### config.mk
export PLATFORM = sky130hd
export DESIGN_NAME = reorder_buffer
export DESIGN_NICKNAME = d
export VERILOG_FILES = /design/src/rtl/reorder_buffer_pkg.sv /design/src/rtl/reorder_buffer.sv
export SDC_FILE = /design/constraint.sdc
export NUM_CORES = 2
export LEC_CHECK = 0
export ABC_AREA = 0
export CAP_MARGIN = 30
export CELL_PAD_IN_SITES_DETAIL_PLACEMENT = 2
export CELL_PAD_IN_SITES_GLOBAL_PLACEMENT = 2
export CORE_MARGIN = 2
export CORE_UTILIZATION = 46
export CTS_BUF_LIST = sky130_fd_sc_hd__clkbuf_16
export DETAILED_ROUTE_END_ITERATION = 6
export HOLD_SLACK_MARGIN = 0.03
export PLACE_DENSITY = 0.95
export SLEW_MARGIN = 20
export SYNTH_ARGS = -nofsm -noshare
export SYNTH_HDL_FRONTEND = slang
export SYNTH_SLANG_ARGS = --single-unit
### constraint.sdc
create_clock -name clk -period 103.2 [get_ports clk]
set_clock_uncertainty 0.05 [all_clocks]
set_input_delay 20.64 -clock clk [delete_from_list [all_inputs] [get_ports clk]]
set_output_delay 20.64 -clock clk [all_outputs]
set_load 0.02 [all_outputs]
### src/rtl/reorder_buffer_pkg.sv
`default_nettype none
// ============================================================================
// Module      : reorder_buffer_pkg
// Description : Shared sizing constants and the ROB entry record.
// Revision    : 1.0 - initial release
// ============================================================================
package reorder_buffer_pkg;

    localparam int ROB_DEPTH = 16;
    localparam int TAG_W     = 4;
    localparam int XLEN      = 32;

    // Value the commit rename port rests at when nothing has retired
    localparam logic [TAG_W-1:0] NOT_RENAMED = '0;

    typedef struct packed {
        logic            busy;
        logic            ready;
        logic            has_rd;
        logic [4:0]      rd;
        logic            is_store;
        logic            mispredict;
        logic [XLEN-1:0] value;
        logic [XLEN-1:0] target;
    } rob_entry_t;

endpackage
`default_nettype wire

### src/rtl/reorder_buffer.sv
`default_nettype none
// ============================================================================
// Module      : reorder_buffer
// Description : In-order retirement buffer with CDB capture, operand query
//               forwarding and whole-window flush on mispredicted branches.
// Revision    : 1.0 - initial release
// ============================================================================
module reorder_buffer
    import reorder_buffer_pkg::*;
(
    input  logic             clk,
    input  logic             rst,
    input  logic             rdy,
    input  logic             alloc_valid,
    input  logic             alloc_has_rd,
    input  logic [4:0]       alloc_rd,
    input  logic             alloc_is_store,
    output logic [TAG_W-1:0] alloc_tag,
    output logic             rob_full,
    input  logic             alu_wb_valid,
    input  logic [TAG_W-1:0] alu_wb_tag,
    input  logic [XLEN-1:0]  alu_wb_value,
    input  logic             alu_wb_mispredict,
    input  logic [XLEN-1:0]  alu_wb_target,
    input  logic             lsb_wb_valid,
    input  logic [TAG_W-1:0] lsb_wb_tag,
    input  logic [XLEN-1:0]  lsb_wb_value,
    input  logic [TAG_W-1:0] q1_tag,
    input  logic [TAG_W-1:0] q2_tag,
    output logic             q1_ready,
    output logic             q2_ready,
    output logic [XLEN-1:0]  q1_value,
    output logic [XLEN-1:0]  q2_value,
    output logic             commit_en,
    output logic [4:0]       commit_reg,
    output logic [TAG_W-1:0] commit_rename,
    output logic [XLEN-1:0]  commit_value,
    output logic             commit_store,
    output logic             flush,
    output logic [XLEN-1:0]  flush_pc
);

    localparam logic [TAG_W:0] FULL_COUNT = (TAG_W+1)'(ROB_DEPTH);

    rob_entry_t       rob_q [ROB_DEPTH];
    rob_entry_t       rob_d [ROB_DEPTH];
    logic [TAG_W-1:0] head_q, head_d;
    logic [TAG_W-1:0] tail_q, tail_d;
    logic [TAG_W:0]   count_q, count_d;

    logic             commit_en_q, commit_en_d;
    logic [4:0]       commit_reg_q, commit_reg_d;
    logic [TAG_W-1:0] commit_rename_q, commit_rename_d;
    logic [XLEN-1:0]  commit_value_q, commit_value_d;
    logic             commit_store_q, commit_store_d;
    logic             flush_q, flush_d;
    logic [XLEN-1:0]  flush_pc_q, flush_pc_d;

    rob_entry_t head_e;
    logic       commit_fire;
    logic       flush_cond;
    logic       alloc_fire;

    assign head_e      = rob_q[head_q];
    assign rob_full    = (count_q == FULL_COUNT);
    assign alloc_tag   = tail_q;
    assign commit_fire = rdy && (count_q != '0) && head_e.busy && head_e.ready;
    assign flush_cond  = commit_fire && head_e.mispredict;
    assign alloc_fire  = rdy && alloc_valid && !rob_full && !flush_cond;

    always_comb begin
        for (int i = 0; i < ROB_DEPTH; i++) begin
            rob_d[i] = rob_q[i];
        end
        if (rdy) begin
            if (alu_wb_valid && rob_q[alu_wb_tag].busy) begin
                rob_d[alu_wb_tag].ready      = 1'b1;
                rob_d[alu_wb_tag].value      = alu_wb_value;
                rob_d[alu_wb_tag].mispredict = alu_wb_mispredict;
                rob_d[alu_wb_tag].target     = alu_wb_target;
            end
            if (lsb_wb_valid && rob_q[lsb_wb_tag].busy) begin
                rob_d[lsb_wb_tag].ready = 1'b1;
                rob_d[lsb_wb_tag].value = lsb_wb_value;
            end
            if (alloc_fire) begin
                rob_d[tail_q] = '{busy: 1'b1, ready: 1'b0, has_rd: alloc_has_rd,
                                  rd: alloc_rd, is_store: alloc_is_store,
                                  mispredict: 1'b0, value: '0, target: '0};
            end
            if (commit_fire) begin
                rob_d[head_q].busy  = 1'b0;
                rob_d[head_q].ready = 1'b0;
            end
            // A retiring mispredict squashes everything, including this cycle's writebacks
            if (flush_cond) begin
                for (int i = 0; i < ROB_DEPTH; i++) begin
                    rob_d[i].busy  = 1'b0;
                    rob_d[i].ready = 1'b0;
                end
            end
        end
    end

    always_comb begin
        head_d          = head_q;
        tail_d          = tail_q;
        count_d         = count_q;
        commit_en_d     = 1'b0;
        commit_store_d  = 1'b0;
        flush_d         = 1'b0;
        commit_reg_d    = commit_reg_q;
        commit_rename_d = commit_rename_q;
        commit_value_d  = commit_value_q;
        flush_pc_d      = flush_pc_q;
        if (commit_fire) begin
            head_d          = head_q + 1'b1;
            commit_en_d     = head_e.has_rd && (head_e.rd != 5'd0);
            commit_reg_d    = head_e.rd;
            commit_rename_d = head_q;
            commit_value_d  = head_e.value;
            commit_store_d  = head_e.is_store;
        end
        if (alloc_fire) begin
            tail_d = tail_q + 1'b1;
        end
        case ({alloc_fire, commit_fire})
            2'b10:   count_d = count_q + 1'b1;
            2'b01:   count_d = count_q - 1'b1;
            default: count_d = count_q;
        endcase
        if (flush_cond) begin
            head_d     = '0;
            tail_d     = '0;
            count_d    = '0;
            flush_d    = 1'b1;
            flush_pc_d = head_e.target;
        end
    end

    always_ff @(posedge clk or posedge rst) begin
        if (rst) begin
            for (int i = 0; i < ROB_DEPTH; i++) begin
                rob_q[i] <= '0;
            end
            head_q          <= '0;
            tail_q          <= '0;
            count_q         <= '0;
            commit_en_q     <= 1'b0;
            commit_reg_q    <= '0;
            commit_rename_q <= NOT_RENAMED;
            commit_value_q  <= '0;
            commit_store_q  <= 1'b0;
            flush_q         <= 1'b0;
            flush_pc_q      <= '0;
        end else begin
            for (int i = 0; i < ROB_DEPTH; i++) begin
                rob_q[i] <= rob_d[i];
            end
            head_q          <= head_d;
            tail_q          <= tail_d;
            count_q         <= count_d;
            commit_en_q     <= commit_en_d;
            commit_reg_q    <= commit_reg_d;
            commit_rename_q <= commit_rename_d;
            commit_value_q  <= commit_value_d;
            commit_store_q  <= commit_store_d;
            flush_q         <= flush_d;
            flush_pc_q      <= flush_pc_d;
        end
    end

    assign commit_en     = commit_en_q;
    assign commit_reg    = commit_reg_q;
    assign commit_rename = commit_rename_q;
    assign commit_value  = commit_value_q;
    assign commit_store  = commit_store_q;
    assign flush         = flush_q;
    assign flush_pc      = flush_pc_q;

    logic [TAG_W-1:0] q_tag   [2];
    logic             q_ready [2];
    logic [XLEN-1:0]  q_value [2];

    assign q_tag[0] = q1_tag;
    assign q_tag[1] = q2_tag;

    // Same-cycle CDB results bypass the array; ALU wins over LSB
    for (genvar p = 0; p < 2; p++) begin : g_query
        always_comb begin
            q_ready[p] = rob_q[q_tag[p]].busy && rob_q[q_tag[p]].ready;
            q_value[p] = rob_q[q_tag[p]].value;
            if (alu_wb_valid && (alu_wb_tag == q_tag[p])) begin
                q_ready[p] = 1'b1;
                q_value[p] = alu_wb_value;
            end else if (lsb_wb_valid && (lsb_wb_tag == q_tag[p])) begin
                q_ready[p] = 1'b1;
                q_value[p] = lsb_wb_value;
            end
        end
    end

    assign q1_ready = q_ready[0];
    assign q2_ready = q_ready[1];
    assign q1_value = q_value[0];
    assign q2_value = q_value[1];

`ifndef SYNTHESIS
    // Both CDB ports targeting one tag in the same cycle is an upstream bug
    a_no_cdb_collision : assert property (@(posedge clk) disable iff (rst)
        !(alu_wb_valid && lsb_wb_valid && (alu_wb_tag == lsb_wb_tag)));
`endif

endmodule
`default_nettype wire
==> summary.txt, run 1 <==
Status: aborted with a tool error
Stop stage: global routing (5_1_grt)
Error msg: [ERROR GRT-0232] Routing congestion too high. Check the congestion heatmap in the GUI.
Setup Buffers After CTS: 0
EDFF count, synth: 0
Max Root-Sink Buffers: 3
Syn Inst Count: 7119
DP Wirelength: 252000 um
IO Port Bufs: 272
Post-synth top area cell: dfrtp_1
Yosys top cell area share: 41.0%
Syn_area_per_cell: 10.9 sq um
Commonest register cell after synthesis: dfrtp_1
Netlist cell types: 62
Async set-reset flop share out of synthesis: 100%
H-tree Lvls: 4
Synth Net Count: 7255
# hold bufs at CTS: 0
Seq cells post-synth: 1273
Yosys Warn Count: 0
Initial antenna violation count: 157
Root buffer cell: clkbuf_16
Synthesized area: 77600 sq um
Die Span Y: 415 um
Gates resized, CTS repair: 0
GR Overflow Total: 14
Leading post-synthesis cells by cell area: dfrtp_1, mux4_2, mux2i_1, o2bb2ai_1, nand2_1
Largest net degree at the start of global routing: 192
Gpl congestion: 0.890
Cts bufs inserted: 148
# IOs: 273
Seq/Total Area, Yosys: 41.0%
Die width: 415 um
Inst Count DP: 8881
Initial Utilization: 46.4%
Rows: 150
Clock net sink count: 1273
Gr usage total: 73.5%
metrics by stage:
| stage | setup slack (ns) | util (%) | area, sq um |
|---|---|---|---|
| 3_3_place_gp | 57.62 | 48.4 | 81000 |
| 3_5_place_dp | 57.37 | 49.0 | 82000 |
| 2_1_floorplan | 46.63 | - | 77600 |
| 4_1_cts | 57.17 | 51.8 | 86700 |
logic make-up after synthesis:
logic type | share of synthesized area (%)
AO/OA/AOI/OAI | 17.7
adder cells (fa/ha/maj) | 0.161
XOR/XNOR | 0.237
flip-flops | 41.0
AND/OR/NAND/NOR | 6.66
multiplexers | 26.9
buffers and inverters | 7.26
synthesized netlist by cell type (all sizes together) (9+ instances only):
master / n
a21bo: 13
a21oi: 31
a221o: 9
a2bb2oi: 13
a311o: 14
and4: 15
buf: 327
clkbuf: 560
dfrtp: 1273
ha: 10
inv: 537
mux2: 45
mux2i: 509
mux4: 679
nand2: 1125
nand3: 39
nand4: 16
nor2: 39
o2111ai: 448
o211ai: 164
o21ai: 594
o22ai: 70
o2bb2ai: 484
o311ai: 13
xor2: 16
metal layers:
metal / overflow / global-route usage [%]
met1: 0 / 73.3
met2: 3 / 85.3
met3: 1 / 64.0
met4: 10 / 71.0
met5: 0 / 41.2
==> inputs of run 2 (changes only) <==
- CELL_PAD_IN_SITES_DETAIL_PLACEMENT: 2 -> default
- CELL_PAD_IN_SITES_GLOBAL_PLACEMENT: 2 -> default
- CORE_UTILIZATION: 46 -> 40
- CTS_BUF_LIST: sky130_fd_sc_hd__clkbuf_16 -> default
- HOLD_SLACK_MARGIN: 0.03 -> default
- PLACE_DENSITY: 0.95 -> default
- PLACE_DENSITY_LB_ADDON: default -> 0.15
==> run 2 against run 1 <==
  * The flow now finishes without violations
  * Synthesized area unchanged
  * Synthesized cell count is the same
==> summary.txt, run 2 <==
Most common cell in the synthesized netlist: dfrtp_1 (unchanged)
Peak supply drop: 0.0204 mV
Post-synth top area cell: dfrtp_1 (unchanged)
Hold crit path type: register to register
# hold bufs at CTS: 0 (unchanged)
Max FFs per register: 1072
Seq cells post-synth: 1273 (unchanged)
Gr usage total: 32.6%
Max Root-Sink Buffers: 3 (unchanged)
GR Overflow Total: 0
Pwr dens: 21.0 nW/um^2
Post-layout util: 45.4%
Starting DRT DRC Count: 7963
IO Port Bufs: 272 (unchanged)
Crit start category: primary input
Initial Utilization: 40.3% (was 46.4%)
Area grow syn2layout: 12.8%
Netlist cell types: 62 (unchanged)
Die area: 198000 sq um
Async set-reset flop share out of synthesis: 100% (unchanged)
Setup Viol. Count Final: 0
Max cap viols: 0
Commonest register cell after synthesis: dfrtp_1 (unchanged)
Yosys Warn Count: 0 (unchanged)
Largest net degree at the start of global routing: 196
Syn Inst Count: 7119 (unchanged)
Multiplexer area fraction after synthesis: 26.9% (unchanged)
Lkg Pwr: 0.0392 uW
Gpl congestion: 0.869 (was 0.890)
Max frequency: 0.0220 GHz
H-tree Lvls: 4 (unchanged)
Biggest register: rob_q
EDFF count, synth: 0 (unchanged)
Vias: 64100
Final Hold Vio Count: 0
Clk slew on worst S/H paths: 0.06 ns
CP Capture Type: output port
Most frequent cells in the layout: dfrtp_1, nand2_1, mux4_2
ANT nets after route: 0
Syn_area_per_cell: 10.9 sq um (unchanged)
WP buf/inv: 3
TritonRoute pass-1 iters: 6
Most common cell after layout, fill and taps aside: dfrtp_1
First-pass GRT wire length: 468000 um
Share of layout cells above drive strength 1: 17.9%
Rows: 161 (was 150)
Gates resized, CTS repair: 0 (unchanged)
Root buffer cell: clkbuf_16 (unchanged)
Worst-Margin Slew: 1.08 ns
Worst Path Required: 82.51 ns
DP Wirelength: 186000 um (was 252000 um)
Net count, final: 6988
Initial antenna violation count: 42
Seq/Total Area, Yosys: 41.0% (unchanged)
Setup Buffers After CTS: 0 (unchanged)
Synth Area in Compound Gates: 17.7% (unchanged)
WL/cell: 34.2 um
Largest family of logic cells by synthesized area: multiplexers (unchanged)
Die width: 445 um (was 415 um)
Yosys top cell area share: 41.0% (unchanged)
Critical path type: primary input to output port
Leading post-synthesis cells by cell area: dfrtp_1, mux4_2, mux2i_1, o2bb2ai_1, nand2_1 (unchanged)
Fin crit period: 45.40 ns
Skew-Pair Late Insertion Delay: 0.85 ns
Synthesized area: 77600 sq um (unchanged)
Simple-gate share of the synthesized area: 6.66% (unchanged)
Cts bufs inserted: 153 (was 148)
Worst rel slew slack: 28.0%
Synth Net Count: 7255 (unchanged)
Drc violations: 0
Die Span Y: 445 um (was 415 um)
Crit share post-route: 44.0%
Synth Area in XOR/XNOR: 0.237% (unchanged)
DR vias/cell: 6.73
Synth top cells by count: dfrtp_1, nand2_1, mux4_2 (unchanged)
Hold_ws: 0.421 ns
RSZ-0062 raised after global routing: no
Critical Path Slowest Stage Cell: clkdlybuf4s50_1
Post-Synth Adder-Cell Area: 0.161% (unchanged)
Setup TNS: 0 ns
# IOs: 273 (unchanged)
Most used cell, CP: clkdlybuf4s50_1
Delay-heaviest family, CP: buffers and inverters
R2R Setup Slk: 96.82 ns
Core area: 193000 sq um
CTS tree: built
Vias in the first global route: 62500
Clock net sink count: 1273 (unchanged)
Worst path arrival time: 24.71 ns
Post-Route WL: 326000 um
Worst-path cell chain: clkdlybuf4s50_1, xor2_1, nor4_4, buf_4, mux2i_1, o21ai_0, clkdlybuf4s50_1
Max Fanout on Critical Path: 30
Max-slew violation count: 0
Status: completed (was aborted with a tool error)
Largest stage delay on the critical path: 0.97 ns
[run 2: path summary, 6_finish.rpt]
check,depth (start not counted),end,from
min in group asynchronous,2,asynchronous set/reset pin,rst
min reg2reg,2,register,register
min,2,register,register
max in group asynchronous,6,flush,rst
max,7,q1_value[27],lsb_wb_tag[0]
max reg2reg,11,rob_q[174],head_q[2]
[run 2: through the flow]
stage	cell area [sq um]	std cells	worst slack (ns)	power [uW]
floorplan	77600	7119	46.63	1080
global placement	81700	9193	57.72	1250
detailed placement	82000	9209	57.71	1270
CTS	87200	9483	57.70	1830
global route	87500	9524	57.79	1920
finish	87600	9526	57.80	1840
[run 2: cells by family (layout without fill, tap and decap cells)]
kind of cell	Yosys count	in the layout
AOI/OAI and AO/OA	1875	1875
DFF	1273	1273
buffers and inverters	1425	1277
xor gates and xnor gates	21	21
muxes	1233	1233
other	0	29
adders and majority gates	10	10
and+or+nand+nor	1282	1282
[run 2: report_power, final]
part,internal [uW],leakage (uW),switching (uW)
Combinational,279,0.0194,293
Clock,324,0.00252,239
Sequential,593,0.0173,109
[run 2: final cells by class]
class,count,area [sq um]
diodes,29,72.6
repair buffers,465,4660
fillers,17500,105000
well taps,2526,3160
flip-flops and latches,1273,31900
inverters,538,2030
clock inverters,45,676
multi-input cells,4421,40600
clock buffers,229,4470
[run 2: metal layers]
layer	part of all wire, %	vias up	global-route usage, %
met2	45	3691	49.4
met4	6.0	6	18.5
li1	-	26300	-
met1	39	33300	43.5
met3	9.3	871	6.96
met5	0.013	-	0
[run 2: tightest hold or removal path: stages (launching register included)]
cell and delay [ns]:
dfrtp_1 0.34, nand2_1 0.05, nand2_1 0.05
No activity file was read; power rests on OpenSTA's default activity.
